--- src/rtl/conv1_relu_pool.sv ---
// Six-channel requantize + ReLU + 2x2 max-pool stage for a raster-ordered conv map.
// A registered requantization stage feeds a horizontal hold register and a half-width row buffer.
module conv1_relu_pool #(
    parameter int IN_WIDTH  = 32,
    parameter int ACT_WIDTH = 8,
    parameter int SHIFT     = 8,
    parameter int MAP_W     = 24,
    parameter int MAP_H     = 24
) (
    input  logic                 clk,
    input  logic                 rst,
    input  logic                 clear,
    input  logic                 valid_in,
    input  logic [IN_WIDTH-1:0]  in_ch0,
    input  logic [IN_WIDTH-1:0]  in_ch1,
    input  logic [IN_WIDTH-1:0]  in_ch2,
    input  logic [IN_WIDTH-1:0]  in_ch3,
    input  logic [IN_WIDTH-1:0]  in_ch4,
    input  logic [IN_WIDTH-1:0]  in_ch5,
    output logic [ACT_WIDTH-1:0] out_ch0,
    output logic [ACT_WIDTH-1:0] out_ch1,
    output logic [ACT_WIDTH-1:0] out_ch2,
    output logic [ACT_WIDTH-1:0] out_ch3,
    output logic [ACT_WIDTH-1:0] out_ch4,
    output logic [ACT_WIDTH-1:0] out_ch5,
    output logic                 out_valid,
    output logic [7:0]           pool_row,
    output logic [7:0]           pool_col,
    output logic                 frame_done
);

    localparam int NCH = 6;
    localparam int CW  = $clog2(MAP_W) + 1;
    localparam int RW  = $clog2(MAP_H) + 1;
    localparam int HW  = (MAP_W > 2) ? $clog2(MAP_W / 2) : 1;

    typedef logic [NCH-1:0][ACT_WIDTH-1:0] act_vec_t;

    // ReLU then truncating shift; anything beyond the activation range saturates.
    function automatic logic [ACT_WIDTH-1:0] requant(input logic [IN_WIDTH-1:0] x);
        logic [IN_WIDTH-1:0] sh;
        sh = IN_WIDTH'($signed(x) >>> SHIFT);
        if (x[IN_WIDTH-1] || (x == {IN_WIDTH{1'b0}})) begin
            requant = {ACT_WIDTH{1'b0}};
        end else if (|sh[IN_WIDTH-1:ACT_WIDTH]) begin
            requant = {ACT_WIDTH{1'b1}};
        end else begin
            requant = sh[ACT_WIDTH-1:0];
        end
    endfunction

    logic [NCH-1:0][IN_WIDTH-1:0] in_vec;
    act_vec_t                     in_q;
    logic [CW-1:0]                col_cnt;
    logic [RW-1:0]                row_cnt;
    logic [CW-1:0]                eff_col;
    logic [RW-1:0]                eff_row;

    logic                         s1_valid;
    act_vec_t                     s1_q;
    logic [CW-1:0]                s1_col;
    logic [RW-1:0]                s1_row;

    act_vec_t                     hold;
    act_vec_t                     row_buf [MAP_W/2];
    logic [HW-1:0]                hidx;
    act_vec_t                     rb;
    act_vec_t                     hmax;
    act_vec_t                     pooled;
    act_vec_t                     out_reg;
    logic                         s1_take;

    assign in_vec  = {in_ch5, in_ch4, in_ch3, in_ch2, in_ch1, in_ch0};
    // A clear in the same cycle as a sample makes that sample pixel (0,0).
    assign eff_col = clear ? {CW{1'b0}} : col_cnt;
    assign eff_row = clear ? {RW{1'b0}} : row_cnt;
    assign hidx    = s1_col[HW:1];
    assign rb      = row_buf[hidx];
    assign s1_take = s1_valid && !clear;

    // Per-channel requantization and the two max trees.
    always_comb begin
        in_q   = {NCH*ACT_WIDTH{1'b0}};
        hmax   = {NCH*ACT_WIDTH{1'b0}};
        pooled = {NCH*ACT_WIDTH{1'b0}};
        for (int c = 0; c < NCH; c++) begin
            in_q[c]   = requant(in_vec[c]);
            hmax[c]   = (hold[c] > s1_q[c]) ? hold[c] : s1_q[c];
            pooled[c] = (rb[c] > hmax[c]) ? rb[c] : hmax[c];
        end
    end

    // Input raster counters and stage-1 register.
    always_ff @(posedge clk or posedge rst) begin
        if (rst) begin
            col_cnt  <= {CW{1'b0}};
            row_cnt  <= {RW{1'b0}};
            s1_valid <= 1'b0;
            s1_q     <= {NCH*ACT_WIDTH{1'b0}};
            s1_col   <= {CW{1'b0}};
            s1_row   <= {RW{1'b0}};
        end else if (valid_in) begin
            s1_valid <= 1'b1;
            s1_q     <= in_q;
            s1_col   <= eff_col;
            s1_row   <= eff_row;
            if (eff_col == CW'(MAP_W - 1)) begin
                col_cnt <= {CW{1'b0}};
                row_cnt <= (eff_row == RW'(MAP_H - 1)) ? {RW{1'b0}} : eff_row + RW'(1);
            end else begin
                col_cnt <= eff_col + CW'(1);
                row_cnt <= eff_row;
            end
        end else begin
            s1_valid <= 1'b0;
            col_cnt  <= eff_col;
            row_cnt  <= eff_row;
        end
    end

    // Hold and row-buffer storage; always written before being read within a frame.
    always_ff @(posedge clk) begin
        if (s1_take) begin
            if (!s1_col[0]) begin
                hold <= s1_q;
            end else if (!s1_row[0]) begin
                row_buf[hidx] <= hmax;
            end
        end
    end

    // Pooled output register; data and coordinates hold between pulses.
    always_ff @(posedge clk or posedge rst) begin
        if (rst) begin
            out_reg    <= {NCH*ACT_WIDTH{1'b0}};
            out_valid  <= 1'b0;
            pool_row   <= 8'd0;
            pool_col   <= 8'd0;
            frame_done <= 1'b0;
        end else if (s1_take && s1_col[0] && s1_row[0]) begin
            out_reg    <= pooled;
            out_valid  <= 1'b1;
            pool_row   <= 8'(s1_row[RW-1:1]);
            pool_col   <= 8'(s1_col[CW-1:1]);
            frame_done <= (s1_row == RW'(MAP_H - 1)) && (s1_col == CW'(MAP_W - 1));
        end else begin
            out_valid  <= 1'b0;
            frame_done <= 1'b0;
        end
    end

    assign out_ch0 = out_reg[0];
    assign out_ch1 = out_reg[1];
    assign out_ch2 = out_reg[2];
    assign out_ch3 = out_reg[3];
    assign out_ch4 = out_reg[4];
    assign out_ch5 = out_reg[5];

endmodule

--- config.mk ---
export PLATFORM = sky130hd
export DESIGN_NAME = conv1_relu_pool
export DESIGN_NICKNAME = d
export VERILOG_FILES = /design/src/rtl/conv1_relu_pool.sv
export SDC_FILE = /design/constraint.sdc
export NUM_CORES = 1
export LEC_CHECK = 0
export CORE_ASPECT_RATIO = 0.8
export CORE_UTILIZATION = 50
export DETAILED_ROUTE_END_ITERATION = 16
export PLACE_DENSITY = 0.7
export RECOVER_POWER = 25
export SYNTH_ARGS = -nofsm -noshare
export SYNTH_HDL_FRONTEND = slang
export SYNTH_SLANG_ARGS = --single-unit
--- constraint.sdc ---
create_clock -name clk -period 14.2 [get_ports clk]
set_input_delay 2.13 -clock clk [delete_from_list [all_inputs] [get_ports clk]]
set_output_delay 2.13 -clock clk [all_outputs]
set_load 0.02 [all_outputs]
**Yosys cells after proc, flatten, opt, wreduce, memory -nomap -nowiden**

Memory sizes are Yosys's and may differ from the RTL's.
Index checks and enable logic that the tools add are counted.

- Add/subtract/negate cells: 2
- Order comparisons: 12
- Eq/ne operators: 4
- Multiplexer cells: 38
- Bitwise logic cells: 1
- Reduce and logical (&&, ||, !) cells: 24

Operators with widths:

| kind | number |
|---|---|
| $logic_not 32->1 | 6 |
| $mux 8 | 24 |
| $gt 8x8->1 | 12 |
| $reduce_or 16->1 | 6 |
| $mux 6 | 7 |
| $eq 6x5->1 const B | 4 |
| $add 6x1->6 const B | 2 |
| $mux 1 | 7 |
| $logic_or 1x1->1 | 6 |
| $logic_and 1x1->1 | 4 |
| $reduce_and 2->1 | 1 |
| $logic_not 1->1 | 1 |
| $not 1->1 | 1 |

- Bits in registers: 181
- Bits in writable memories: 576
- Output and inout bits: 66
- Logic and storage cells: 109
- Memories: 1

Memories:

| name | words | width | rd ports | clocked after memory_dff | wr ports | line | RTL |
|---|---|---|---|---|---|---|---|
| row_buf | 12 | 48 | 1 | 0 | 1 | 65 | `act_vec_t row_buf [MAP_W/2];` |

**Longest topological paths before layout**

Gate-level depths: netlist (run 1).

- Depth after elaboration: 5
- Gate-level depth with buffers: 15

**Worst setup path after synthesis (run 1)**

OpenSTA, ideal clock, no wires.

- Path kind: input-to-reg
- Start: input port clear
- End: memory row_buf[0][0] (netlist bit) (enable)
- Library setup time: 513 ps
- Data arrival time: 6041 ps
- Path slack: 7646 ps
- Cell stages on the path: 5
- Buffers on the path: 0
- Path through: nand2b_1 -> nor3b_1 -> and2_1 -> nand2_1 -> nor3_1

- Longest elaborated chain between the ends: 4

RTL lines:

| item | line | RTL |
|---|---|---|
| from (decl) | 12 | `input logic clear,` |
| $logic_not 1->1 | 79 | `assign s1_take = s1_valid && !clear;` |
| $logic_and 1x1->1 | 79 |  |
| $mux 1 | 123 | `if (s1_take) begin` |
| $mux 1 (implied by the code) | 127 | `row_buf[hidx] <= hmax;` |
| to (decl) | 65 |  |

No other way between the ends.

==> metrics.txt, run 1 <==
Post-Syn Instances=1979; Detailed Place HPWL=45800 µm; Synth top area share=0.580; ys flop type=edfxtp_1; register area share after synthesis=0.683; Via density=5.89; yosys warns=0; drt first pass iters=5; CTS H-tree depth=3; critical path arrival=5.90 ns; fin crit period=5.34 ns; final wirelength=73700 µm; FP Rows=82; Worst Path Buf+Inv=3; Max VDD drop=0.0824 mV; flop-to-flop setup slack=8.90 ns; Remaining Overflow, GRT=0; TNS Setup=0 ns; core footprint=63200 µm²; Die W=286 µm; WP depth=3; Post-CTS Resized=0; Synth area leaders=edfxtp_1, dfrtp_1, mux4_2; failing checks=capacitance limit, slew limit; area growth from synthesis to final layout=17.6%; max-cap viol count=7; RSZ-0062 raised after global routing=false; relative slew slack=-1.65; initial DRC count=1652; final setup vio count=0; crit path capture type=asynchronous set/reset pin; Ports=262; dpl cell area=35700 µm²; fin nets=2565; Synth area leader=edfxtp_1; placer congestion estimate=0.801; Power Density=129 nW/µm²; WL per Instance=23.2 µm; Slew @ Worst Pin=3.96 ns; port bufs=255; Worst Reg-to-Reg Cells=12; Worst Path Required=14.76 ns; Post-synth EDFFs=624; largest net degree at the start of global routing=85; Clock Root Buffer=clkbuf_16; GRT Overall Usage=0.227; Leak=0.0135 µW; run status=finished, violations left; Max Slew Vio Count=169; Crit path max-delay family=buffers and inverters; crit-path max FO=84; post-CTS setup buffers=0; hold buffers post-CTS=0; period utilisation layout=0.376; routed vias=18700; share of layout cells above drive strength 1=0.125; Final Hold Fails=0; worst min-delay path category=reg2reg; Worst path slowest cell=clkinvlp_2; FFs w/ async S/R, synth=0.176; Die H=229 µm; antenna violations before repair=0; Fmax=0.187 GHz; starting density of the core=0.511; CP cell instances=dlygate4sd3_1, clkinvlp_2, buf_4; Final Cell Area=38000 µm²; DRC viols=0; CTS clk-pin slew, worst paths=0.06 ns; CTS Buf Count=76; Min Hold Slack=0.470 ns; post-synthesis instance area=32300 µm²; CP startpoint kind=primary input; vias in the first global route=19300; synthesized area per cell=16.3 µm²; Final Util=0.601; WHS Path Cells=0; ANT nets after route=0; Distinct cells, synth=61; CTS tree=done; post-synthesis register bit count=757; CTS Buffer Depth=3; die area=65600 µm²; critical path class=in2async; clk sinks=757; CP peak stage delay=2.22 ns; Clk Latency, worst-skew pair=0.61 ns; global-route wire length before repair=113000 µm; Final Skew=0.0170 ns
state kept, by name, summed over array words and instances, names as in the netlist, 6 cells and up:
name / cells
out_ch1: 8
hold: 48
out_ch5: 8
row_cnt: 6
s1_q: 48
out_ch4: 8
row_buf: 576
col_cnt: 6
s1_row: 6
out_ch0: 8
out_ch2: 8
s1_col: 6
out_ch3: 8
per-layer routing:
metal / GRT usage / vias up / part of all wire
li1: - / 8363 / -
met1: 0.335 / 9515 / 0.45
met2: 0.350 / 692 / 0.46
met3: 0.0447 / 106 / 0.075
met4: 0.0511 / 0 / 0.018
met5: 0 / - / 0
final cells by class:
class	instances	area [µm²]
Clock inverter	43	335
Sequential cell	757	22100
Antenna cell	2	5.00
Inverter	110	414
Multi-Input combinational cell	1041	9310
Timing Repair Buffer	285	2760
Clock buffer	93	2020
Tap cell	840	1050
Fill cell	4689	25200
power by group:
group	internal [µW]	switching, µW
logic	183	272
registers	2500	22.9
clock network	1090	824
total	3770	1120
stage by stage:
step,total power (µW),setup slack [ns],std cells
finish,4890,8.86,3171
global route,5060,8.21,3169
CTS,4940,8.78,3169
detailed placement,3030,8.50,3033
global placement,3010,8.58,3033
floorplan,2860,7.65,1984
placed cells by master (no fill, tap or decap), types with 9 or more instances in the layout:
| master | n |
|---|---|
| a21oi_1 | 40 |
| a31oi_1 | 30 |
| and3_1 | 11 |
| buf_4 | 27 |
| clkbuf_1 | 16 |
| clkbuf_16 | 77 |
| clkdlybuf4s50_1 | 253 |
| clkinv_1 | 12 |
| clkinv_2 | 18 |
| dfrtp_1 | 131 |
| edfxtp_1 | 624 |
| ha_1 | 98 |
| inv_1 | 106 |
| mux2_2 | 9 |
| mux2i_1 | 61 |
| mux4_1 | 35 |
| mux4_2 | 109 |
| nand2_1 | 211 |
| nand2b_1 | 23 |
| nand4_1 | 23 |
| nor2_1 | 100 |
| nor2_4 | 10 |
| nor2b_1 | 14 |
| nor4_1 | 42 |
| o211ai_1 | 50 |
| o21ai_0 | 24 |
| o21ai_1 | 15 |
| o22ai_1 | 46 |
synth_stat cells, drive strengths merged (2+ instances only):
cell type and number:
nand2b 23, o22ai 46, a22oi 2, xnor2 5, and3 11, o32ai 5, inv 109, o2bb2ai 6
nor2 110, or4 7, buf 55, a311oi 2, nor2b 15, a41o 6, edfxtp 624, o21ai 39
nor3 8, ha 98, a221o 6, mux2 9, a21o 5, and2 2, nand3 3, mux2i 61
nand4 23, dfrtp 133, nor4 42, a211oi 6, nand2 211, a31oi 30, mux4 144, a21oi 45
clkbuf 21, o21bai 2, o211ai 54
worst register-to-register path: cells and delay by family, from the launching register on:
kind,cells,cell delay (ns)
buffers and inverters,2,1.54
AOI/OAI and AO/OA,5,1.34
DFF,1,0.82
muxes,1,0.67
and+or+nand+nor,3,0.44
adders and majority gates,1,0.38
path summary, 6_finish.rpt:
path / startpoint / end
worst max-delay path: rst / s1_col[1]$_DFFE_PP0P_
worst min-delay path: s1_q[25]$_DFFE_PP0P_ / hold[25]$_DFFE_PP_
worst min register to register: s1_q[25]$_DFFE_PP0P_ / hold[25]$_DFFE_PP_
max in group clk: s1_col[1]$_DFFE_PP0P_ / out_ch3[7]$_DFFE_PP0P_
worst max register to register: s1_col[1]$_DFFE_PP0P_ / out_ch3[7]$_DFFE_PP0P_
min in group asynchronous: rst / s1_q[47]$_DFFE_PP0P_
logic make-up after synthesis:
family | after synthesis | synth area share
DFF | 757 | 0.683
xor gates and xnor gates | 6 | 0.00163
other | 1 | 0.000116
AOI/OAI and AO/OA | 257 | 0.0567
buffers and inverters | 186 | 0.0285
muxes | 214 | 0.127
adders and majority gates | 98 | 0.0380
and+or+nand+nor | 460 | 0.0650
Note: power is estimated with default switching activity, not from simulation.
==> run 2, diff against run 1 <==
PLACE_DENSITY = 0.73   (was 0.7)
clock period = 4.73 ns   (was 14.2 ns; I/O delays follow)
==> metrics.txt, run 2 (synthesized netlist as in run 1, its figures left out) <==
placer congestion estimate=0.857 (was 0.801); fin crit period=4.27 ns; max reg flops=576 (unchanged); clock power share=0.388 (was 0.391); Final Skew=0.0235 ns (was 0.0170 ns); cell mode on critical path=nand2_1; Final Cell Area=38300 µm² (was 38000 µm²); CTS clk-pin slew, worst paths=0.06 ns (about the same); global-route wire length before repair=116000 µm (was 113000 µm); top flop regs=row_buf: 576 flops, hold: 48 flops, s1_q: 48 flops (unchanged); Top reg by flops=row_buf (unchanged); Crit path max-delay family=compound AO/OA/AOI/OAI gates (was buffers and inverters); CTS Buffer Depth=3 (unchanged); hold buffers post-CTS=0 (unchanged); Fmax=0.234 GHz; Remaining Overflow, GRT=0 (unchanged); Clock Root Buffer=clkbuf_16 (unchanged); WL per Instance=23.9 µm (was 23.2 µm); CTS H-tree depth=3 (unchanged); HP Start=pool_row[0]$_DFFE_PP0P_ (was s1_q[25]$_DFFE_PP0P_); Non-Filler Instances=3187 (was 3171); commonest non-fill, non-tap cell in the layout=edfxtp_1 (unchanged); CTS tree=done (unchanged); initial DRC count=1571 (was 1652); critical path class=reg2reg (was in2async); CP cell instances=buf_4, mux4_1, nand2_1, a31oi_1, ha_1, and3_1, a221o_1, a21oi_1, a311oi_1, nand2_1, o211ai_1 (was dlygate4sd3_1, clkinvlp_2, buf_4); RSZ-0062 raised after global routing=false (unchanged); Die H=229 µm (unchanged); Post-CTS Resized=0 (unchanged); vias in the first global route=19800 (was 19300); Detailed Place HPWL=46700 µm (was 45800 µm); Placed Cells=3053 (was 3033); final setup vio count=0 (unchanged); Clk Latency, worst-skew pair=0.62 ns (was 0.61 ns); Final Util=0.605 (was 0.601); critical path arrival=4.78 ns (was 5.90 ns); DRC viols=0 (unchanged); antenna violations before repair=1 (was 0); Slew @ Worst Pin=2.96 ns (was 3.96 ns); FP Rows=82 (unchanged); Leak=0.0138 µW (was 0.0135 µW); dpl cell area=36000 µm² (was 35700 µm²); post-CTS setup buffers=0 (unchanged); Max VDD drop=0.279 mV (was 0.0824 mV); CP startpoint kind=register (was primary input); Net Sw Frac=0.227 (was 0.229); port bufs=255 (unchanged); Power Density=382 nW/µm² (was 129 nW/µm²); routed vias=19200 (was 18700); share of layout cells above drive strength 1=0.131 (was 0.125); area growth from synthesis to final layout=18.5% (was 17.6%); fill count=4579 (was 4689); CP peak stage delay=0.95 ns (was 2.22 ns); GRT Overall Usage=0.234 (was 0.227); Logic pwr share=0.093 (about the same); most frequent cells in the layout=edfxtp_1, nand2_1, clkdlybuf4s50_1 (was edfxtp_1, clkdlybuf4s50_1, nand2_1); CTS Buf Count=73 (was 76); crit-path max FO=39 (was 84); Switch Pwr=3310 µW (was 1120 µW); ANT nets after route=0 (unchanged); max-cap viol count=3 (was 7); failing checks=capacitance limit, slew limit (unchanged); Critical R2R Launch=s1_col[1]$_DFFE_PP0P_ (unchanged); Ports=262 (unchanged); clk sinks=757 (unchanged); TNS Setup=0 ns (unchanged); crit path capture type=register (was asynchronous set/reset pin); starting density of the core=0.511 (unchanged); final wirelength=76200 µm (was 73700 µm); Power Internal=11300 µW (was 3770 µW); worst min-delay path category=reg2reg (unchanged); Flop pwr share=0.519 (was 0.516); Worst Path Buf+Inv=1 (was 3); relative slew slack=-0.973 (was -1.65); Final Hold Fails=0 (unchanged); core footprint=63200 µm² (unchanged); origin of the worst setup path=s1_col[1]$_DFFE_PP0P_ (was rst); Worst Path Required=5.25 ns (was 14.76 ns); Die W=286 µm (unchanged); drt first pass iters=7 (was 5); Via density=6.02 (was 5.89); largest net degree at the start of global routing=104 (was 85); die area=65600 µm² (unchanged); fin nets=2582 (was 2565); period utilisation layout=0.902; Worst path slowest cell=dfrtp_4 (was clkinvlp_2); Inserted Diodes=0 (was 2); run status=finished, violations left (unchanged); Max Slew Vio Count=183 (was 169)
-- run 2: changes by cell type in the layout (fill, tap and decap cells not counted), sizes merged, moves of 2 or more --
cell	before	now
clkdlybuf4s50	253	190
dlygate4sd3	1	64
buf	28	44
clkinv	33	26
clkbuf	96	101
inv	112	115
diode	2	0
-- run 2: layout make-up --
class | instances | area, µm² | area share
Timing Repair Buffer | 305 | 3020 | 0.0790
Clock inverter | 40 | 358 | 0.00935
Multi-Input combinational cell | 1041 | 9390 | 0.245
Sequential cell | 757 | 22100 | 0.577
Inverter | 110 | 417 | 0.0109
Clock buffer | 94 | 1960 | 0.0511
Tap cell | 840 | 1050 | 0.0275
-- run 2: stage by stage --
stage                     setup slack [ns]  hold slack, ns  total power (µW)
final                                0.464           0.477             14600
after global routing                 0.185           0.486             15100
after CTS                            0.522           0.475             14700
after detailed placement             0.562           0.463              9080
after global placement               0.649           0.455              9010
after floorplan                      0.466           0.446              8580
-- run 2: worst paths after layout --
path	slack, ns	cells after the start	to
max	0.46	11	out_ch4[1]$_DFFE_PP0P_
min	0.48	2	pool_row[0]$_DFFE_PP0P_
max reg2reg	0.46	11	out_ch4[1]$_DFFE_PP0P_
min reg2reg	0.48	2	pool_row[0]$_DFFE_PP0P_
max in group asynchronous	1.66	3	out_ch3[3]$_DFFE_PP0P_
min in group asynchronous	1.25	2	s1_q[33]$_DFFE_PP0P_
-- run 2: metal layers --
metal,up-vias,wire (µm),global-route usage
met4,0,1820,0.0653
li1,8385,-,-
met3,137,5880,0.0450
met2,791,36100,0.372
met1,9864,32300,0.332
met5,-,0,0
-- run 2: worst register-to-register path: stages (launching register included) --
cell and delay (ns):
dfrtp_4 0.95, buf_4 0.47, mux4_1 0.60, nand2_1 0.09, a31oi_1 0.15, ha_1 0.37, and3_1 0.19, a221o_1 0.16
a21oi_1 0.08, a311oi_1 0.82, nand2_1 0.16, o211ai_1 0.14
-- run 2: power groups by stage --
stage	Clock, µW	Sequential [µW]	Combinational (µW)
after floorplan	0	7670	905
after global placement	0	7710	1300
after detailed placement	0	7710	1370
after CTS	5760	7580	1380
after global routing	5990	7590	1500
final	5670	7580	1370
